[src/rtl/alu_pkg.sv]
// Shared constants for the wide ALU sequencer: op codes, status bit positions, FSM encoding.
// Latency: n/a (package only).
// Backpressure: n/a (package only).
package alu_pkg;

    // ALU select codes understood by the external 32-bit ALU.
    localparam logic [2:0] OP_XOR  = 3'b000;
    localparam logic [2:0] OP_AND  = 3'b001;
    localparam logic [2:0] OP_OR   = 3'b010;
    localparam logic [2:0] OP_NOR  = 3'b011;
    localparam logic [2:0] OP_ADD  = 3'b100;
    localparam logic [2:0] OP_ZERO = 3'b111;

    // Status vector bit positions, vector is {N,Z,V,C}.
    localparam int ST_C = 0;
    localparam int ST_V = 1;
    localparam int ST_Z = 2;
    localparam int ST_N = 3;

    typedef enum logic [1:0] {
        S_IDLE = 2'd0,
        S_LO   = 2'd1,
        S_HI   = 2'd2,
        S_DONE = 2'd3
    } seq_state_t;

    // Shift codes (101/110) cannot be split into independent halves, so they are rejected.
    function automatic logic op_supported(input logic [2:0] op);
        return op inside {OP_XOR, OP_AND, OP_OR, OP_NOR, OP_ADD, OP_ZERO};
    endfunction

endpackage

[src/rtl/alu_wide_sequencer.sv]
// Runs 64-bit logic/add ops as two passes (low, high) over an external combinational 32-bit ALU.
// Latency: rsp_valid 3 cycles after accept for supported ops, 1 cycle for rejected op codes.
// Backpressure: response held stable in DONE until rsp_ready; cmd_ready only in IDLE, one op in flight.
module alu_wide_sequencer
    import alu_pkg::*;
#(
    parameter int OP_CNT_W = 16
) (
    input  logic                clk,
    input  logic                rst_n,

    input  logic                cmd_valid,
    output logic                cmd_ready,
    input  logic [2:0]          cmd_op,
    input  logic [63:0]         cmd_a,
    input  logic [63:0]         cmd_b,
    input  logic                cmd_cin,

    output logic [31:0]         alu_a,
    output logic [31:0]         alu_b,
    output logic                alu_cin,
    output logic [2:0]          alu_sel,
    input  logic [31:0]         alu_out,
    input  logic [3:0]          alu_status,

    output logic                rsp_valid,
    input  logic                rsp_ready,
    output logic [63:0]         rsp_data,
    output logic [3:0]          rsp_status,
    output logic                rsp_err,
    output logic [OP_CNT_W-1:0] op_count
);

    seq_state_t  state;
    seq_state_t  state_nxt;

    logic [2:0]  op_q;
    logic [63:0] a_q;
    logic [63:0] b_q;
    logic        cin_q;
    logic [31:0] lo_q;
    logic        carry_q;
    logic        init_done;

    logic        cmd_fire;
    logic        rsp_fire;
    logic        is_add;
    logic [3:0]  hi_status;

    // The ALU's own N/Z describe only one half; full-width N/Z are rebuilt locally.
    logic        unused_alu_nz;
    assign unused_alu_nz = ^alu_status[ST_N:ST_Z];

    // cmd_ready stays low through reset and rises only after the first clock edge following release.
    assign cmd_ready = (state == S_IDLE) && init_done;
    assign rsp_valid = (state == S_DONE);
    assign cmd_fire  = cmd_valid && cmd_ready;
    assign rsp_fire  = rsp_valid && rsp_ready;
    assign is_add    = (op_q == OP_ADD);

    // Marks that at least one clock edge has passed since reset release.
    always_ff @(posedge clk or negedge rst_n) begin
        if (!rst_n) begin
            init_done <= 1'b0;
        end else begin
            init_done <= 1'b1;
        end
    end

    // FSM state register.
    always_ff @(posedge clk or negedge rst_n) begin
        if (!rst_n) begin
            state <= S_IDLE;
        end else begin
            state <= state_nxt;
        end
    end

    // Next state: rejected op codes skip both ALU passes.
    always_comb begin
        state_nxt = state;
        case (state)
            S_IDLE: begin
                if (cmd_fire) begin
                    state_nxt = op_supported(cmd_op) ? S_LO : S_DONE;
                end
            end
            S_LO:   state_nxt = S_HI;
            S_HI:   state_nxt = S_DONE;
            S_DONE: begin
                if (rsp_ready) begin
                    state_nxt = S_IDLE;
                end
            end
            default: state_nxt = S_IDLE;
        endcase
    end

    // ALU operand steering; the ALU sees ZERO with null operands whenever no pass is running.
    always_comb begin
        alu_a   = 32'd0;
        alu_b   = 32'd0;
        alu_cin = 1'b0;
        alu_sel = OP_ZERO;
        case (state)
            S_LO: begin
                alu_a   = a_q[31:0];
                alu_b   = b_q[31:0];
                alu_sel = op_q;
                alu_cin = is_add & cin_q;
            end
            S_HI: begin
                alu_a   = a_q[63:32];
                alu_b   = b_q[63:32];
                alu_sel = op_q;
                alu_cin = is_add & carry_q;
            end
            default: ;
        endcase
    end

    // Full-width status from the high pass: C/V only meaningful for ADD, Z spans both halves.
    always_comb begin
        hi_status       = 4'd0;
        hi_status[ST_C] = is_add & alu_status[ST_C];
        hi_status[ST_V] = is_add & alu_status[ST_V];
        hi_status[ST_Z] = (alu_out == 32'd0) && (lo_q == 32'd0);
        hi_status[ST_N] = alu_out[31];
    end

    // Command capture and per-pass result capture; inputs are not looked at again after accept.
    always_ff @(posedge clk or negedge rst_n) begin
        if (!rst_n) begin
            op_q       <= OP_ZERO;
            a_q        <= 64'd0;
            b_q        <= 64'd0;
            cin_q      <= 1'b0;
            lo_q       <= 32'd0;
            carry_q    <= 1'b0;
            rsp_data   <= 64'd0;
            rsp_status <= 4'd0;
            rsp_err    <= 1'b0;
        end else begin
            if (cmd_fire) begin
                op_q  <= cmd_op;
                a_q   <= cmd_a;
                b_q   <= cmd_b;
                cin_q <= cmd_cin;
                if (!op_supported(cmd_op)) begin
                    rsp_data   <= 64'd0;
                    rsp_status <= 4'd0;
                    rsp_err    <= 1'b1;
                end
            end
            if (state == S_LO) begin
                lo_q    <= alu_out;
                carry_q <= alu_status[ST_C];
            end
            if (state == S_HI) begin
                rsp_data   <= {alu_out, lo_q};
                rsp_status <= hi_status;
                rsp_err    <= 1'b0;
            end
        end
    end

    // Completed-response counter, error responses included; wraps naturally.
    always_ff @(posedge clk or negedge rst_n) begin
        if (!rst_n) begin
            op_count <= '0;
        end else if (rsp_fire) begin
            op_count <= op_count + OP_CNT_W'(1);
        end
    end

endmodule

[config.mk]
export PLATFORM = sky130hd
export DESIGN_NAME = alu_wide_sequencer
export DESIGN_NICKNAME = d
export VERILOG_FILES = /design/src/rtl/alu_pkg.sv /design/src/rtl/alu_wide_sequencer.sv
export SDC_FILE = /design/constraint.sdc
export NUM_CORES = 1
export LEC_CHECK = 0
export ABC_AREA = 1
export ABC_CLOCK_PERIOD_IN_PS = 2200
export CORE_ASPECT_RATIO = 1.5
export CORE_MARGIN = 2
export CORE_UTILIZATION = 47
export CTS_BUF_LIST = sky130_fd_sc_hd__clkbuf_16
export DETAILED_ROUTE_END_ITERATION = 16
export GPL_TIMING_DRIVEN = 0
export PLACE_DENSITY = 0.8
export SYNTH_ARGS = -nofsm -noshare
export SYNTH_HDL_FRONTEND = slang
export SYNTH_SLANG_ARGS = --single-unit
export TNS_END_PERCENT = 10
[constraint.sdc]
create_clock -name clk -period 2.2 [get_ports clk]
set_clock_uncertainty 0.15 [all_clocks]
set_input_delay 0.55 -clock clk [delete_from_list [all_inputs] [get_ports clk]]
set_output_delay 0.55 -clock clk [all_outputs]
set_load 0.005 [all_outputs]
==> flow_summary.yaml <==
routing:
  drt-total-wl_um: 34900
  firstDrtPassIters: 5
  ant_nets: 0
  vias_per_cell: 5.10
  vias: 10312
  post_drt_wl_per_cell_um: 17.3
  drtIter0Drc: 748
  drc: 0
floorplan:
  coreArea_um2: 22900
  die_area_um2: 24400
  die_y_um: 190
  rows: 68
  die_w_um: 128
  start_util_pct: 47.6
  ios: 327
synth:
  synth-edff-count: 0
  synth_top_area_share_pct: 57.2
  synth_ff_type: "dfrtp_1"
  synth_nets: 1520
  ys_seq_elements: 252
  syn_inst: 1342
  yosys_warnings: 0
  netlist-cell-type-count: 28
  synth.cell_area_um2: 10900
  synth-async-reset-ratio_pct: 100
  synth_area_leaders: "dfrtp_1, nand2_1, o21ai_0"
  synth-seq-area-share_pct: 57.9
  syn_avg_cell_area_um2: 8.12
  yosysTopAreaCell: "dfrtp_1"
layout:
  fillers: 1757
  fin_nets: 1898
  mostFrequentLayoutCells: "nand2_1, dfrtp_1, clkdlybuf4s50_1"
  fin_area_um2: 16100
  final_common_cell: "nand2_1"
  regArea_um2: 6310
  drive_above_1_share_pct: 17.5
  multiInputGateArea_um2: 4420
  post-route-util_pct: 70.3
  areaGrowthSynthToFinish_pct: 47.8
clock_tree:
  clk_pin_slew_ns: 0.06
  clockBufferDepth: 3
  cts_tree: "built"
  cts_root_buffer: "clkbuf_16"
  cts-htree-levels: 1
  numCtsBuffers: 25
  insertion_delay_ns: 0.52
  clock-sinks: 252
worst_setup_path:
  crit_path_max_fanout: 7
  crit_chain: "inv_2, ha_4, inv_6, buf_12, buf_12, a21oi_4, buf_2"
  cp_top_family: "buffers and inverters"
  critPathCaptureType: "output pin"
  crit_slowest_cell: "dfrtp_1"
  r2r-end: "rsp_data[61]"
  critPathArrivalTime_ns: 1.96
  crit_top_cell: "buf_12"
  worstPathRequired_ns: 1.50
  ff2ff_setup_slack_ns: 0.15
  crit_path_start_kind: "flip-flop"
  critical_path_buf_inv_count: 5
  slowest_delay_ns: 0.38
  reg2reg_from: "state[1]"
  critPathKind: "reg -> out"
  rr_worst_depth: 9
global_routing:
  antenna_found_initial: 2
  grt_pass1_wl_um: 53300
  track_usage_pct: 27.9
  grt-ovfl-total: 0
  grt_max_degree: 122
  grt_pass1_vias: 10457
timing:
  fin_crit_ns: 2.66
  fin_crit_sh_pct: 121
  hold_viol_final: 0
  tightest_slew_ns: 0.653
  maxSlewViolCount: 0
  setup_viol: 67
  finalWorstSetupSlack_ns: -0.458
  clock.fmax_mhz: 376
  grt_setup_unrepaired: "true"
  slew-limit-headroom_pct: 56.5
  holdWs_ns: 0.283
placement:
  place_area_um2: 14500
  gp_congestion: 0.860
  port_buffers: 324
  hpwlAfterDp_um: 24800
status:
  status: "finished with violations"
  failed_checks: "negative setup slack"
hold_path:
  hold_class: "in -> async"
job:
  cap_violations: 0
power:
  ir_drop_mv: 0.761
  leakage_nw: 7.97
  powerDensity_nw_per_um2: 1390
==> how the worst max path moves through the flow <==
stage,start,endpoint,cells past startpoint
6_report,state[1],alu_b[10],7
5_1_grt,state[1],alu_a[15],7
4_1_cts,state[1],alu_b[30],7
3_5_place_dp,state[0],alu_b[10],7
3_3_place_gp,rst_n,a_q[35],1
2_1_floorplan,state[0],alu_a[0],6
==> state kept, by name, indices dropped and copies added, names as in the netlist <==
| name | flops |
|---|---|
| op_q | 3 |
| rsp_err | 1 |
| lo_q | 32 |
| init_done | 1 |
| a_q | 64 |
| state | 2 |
| cin_q | 1 |
| op_count | 16 |
| b_q | 64 |
| rsp_status | 3 |
| carry_q | 1 |
| rsp_data | 64 |
==> where the power goes <==
part	switching, mW	internal [mW]	total, mW
logic	5.48	4.85	10.3
clock network	1.87	2.32	4.20
registers	1.21	6.71	7.92
total	8.56	13.9	22.4
==> Yosys cell counts, types with 3 or more instances <==
library cell and instances:
nand2_1 714, dfstp_2 3, xnor2_1 6, clkbuf_1 20, inv_1 62, buf_4 8, ha_1 6, a21oi_1 66
o21ai_0 67, nor2_2 4, buf_1 6, nand4_1 6, nor3_1 3, buf_2 33, buf_6 6, o21ai_1 10
nor2_1 46, nand3_1 13, dfrtp_1 249, xor2_1 6
==> cell families after synthesis <==
family	share of synthesized area [%]
AO/OA/AOI/OAI	6.82
XOR/XNOR	0.965
buffers and inverters	5.72
multiplexers	0.103
AND/OR/NAND/NOR	27.7
flip-flops	57.9
other	0.0344
adder cells (fa/ha/maj)	0.689
==> layer usage <==
| metal | vias to the layer above | wire length, um | GRT usage [%] |
|---|---|---|---|
| li1 | 4886 | - | - |
| met1 | 4935 | 12700 | 31.6 |
| met2 | 404 | 18400 | 51.1 |
| met3 | 87 | 2390 | 5.42 |
| met4 | 0 | 1360 | 11.2 |
| met5 | - | 0 | 0 |
==> metrics by stage <==
step           setup WS, ns  cells  setup TNS, ns  power (mW)
6_report             -0.458   2021         -26.11        22.4
5_1_grt              -0.517   2021         -30.64        23.9
3_3_place_gp         -10.14   1946       -2589.86        16.0
3_5_place_dp         -0.921   1948         -55.73        16.2
2_1_floorplan         0.136   1342              0        11.7
4_1_cts              -0.513   2011         -27.14        21.8
==> timing repair <==
item / in CTS / in global routing
setup buffers: 15 / 8
endpoints found under the hold margin: 12 / 0
hold buffers: 1 / 0
resized for setup: 421 / 84
gates cloned: 1 / 4
endpoints found under the setup margin: 74 / 87
pin swaps: 17 / 23
==> cell type report <==
type / count / share of cell area (%)
Tap cell: 280 / 2.18
Antenna cell: 2 / 0.0311
Sequential cell: 252 / 39.2
Inverter: 62 / 1.48
Multi-Input combinational cell: 955 / 27.5
Timing Repair Buffer: 355 / 20.7
Clock buffer: 25 / 3.89
Buffer: 69 / 4.00
Clock inverter: 21 / 1.06
No activity file was read; power rests on OpenSTA's default activity.
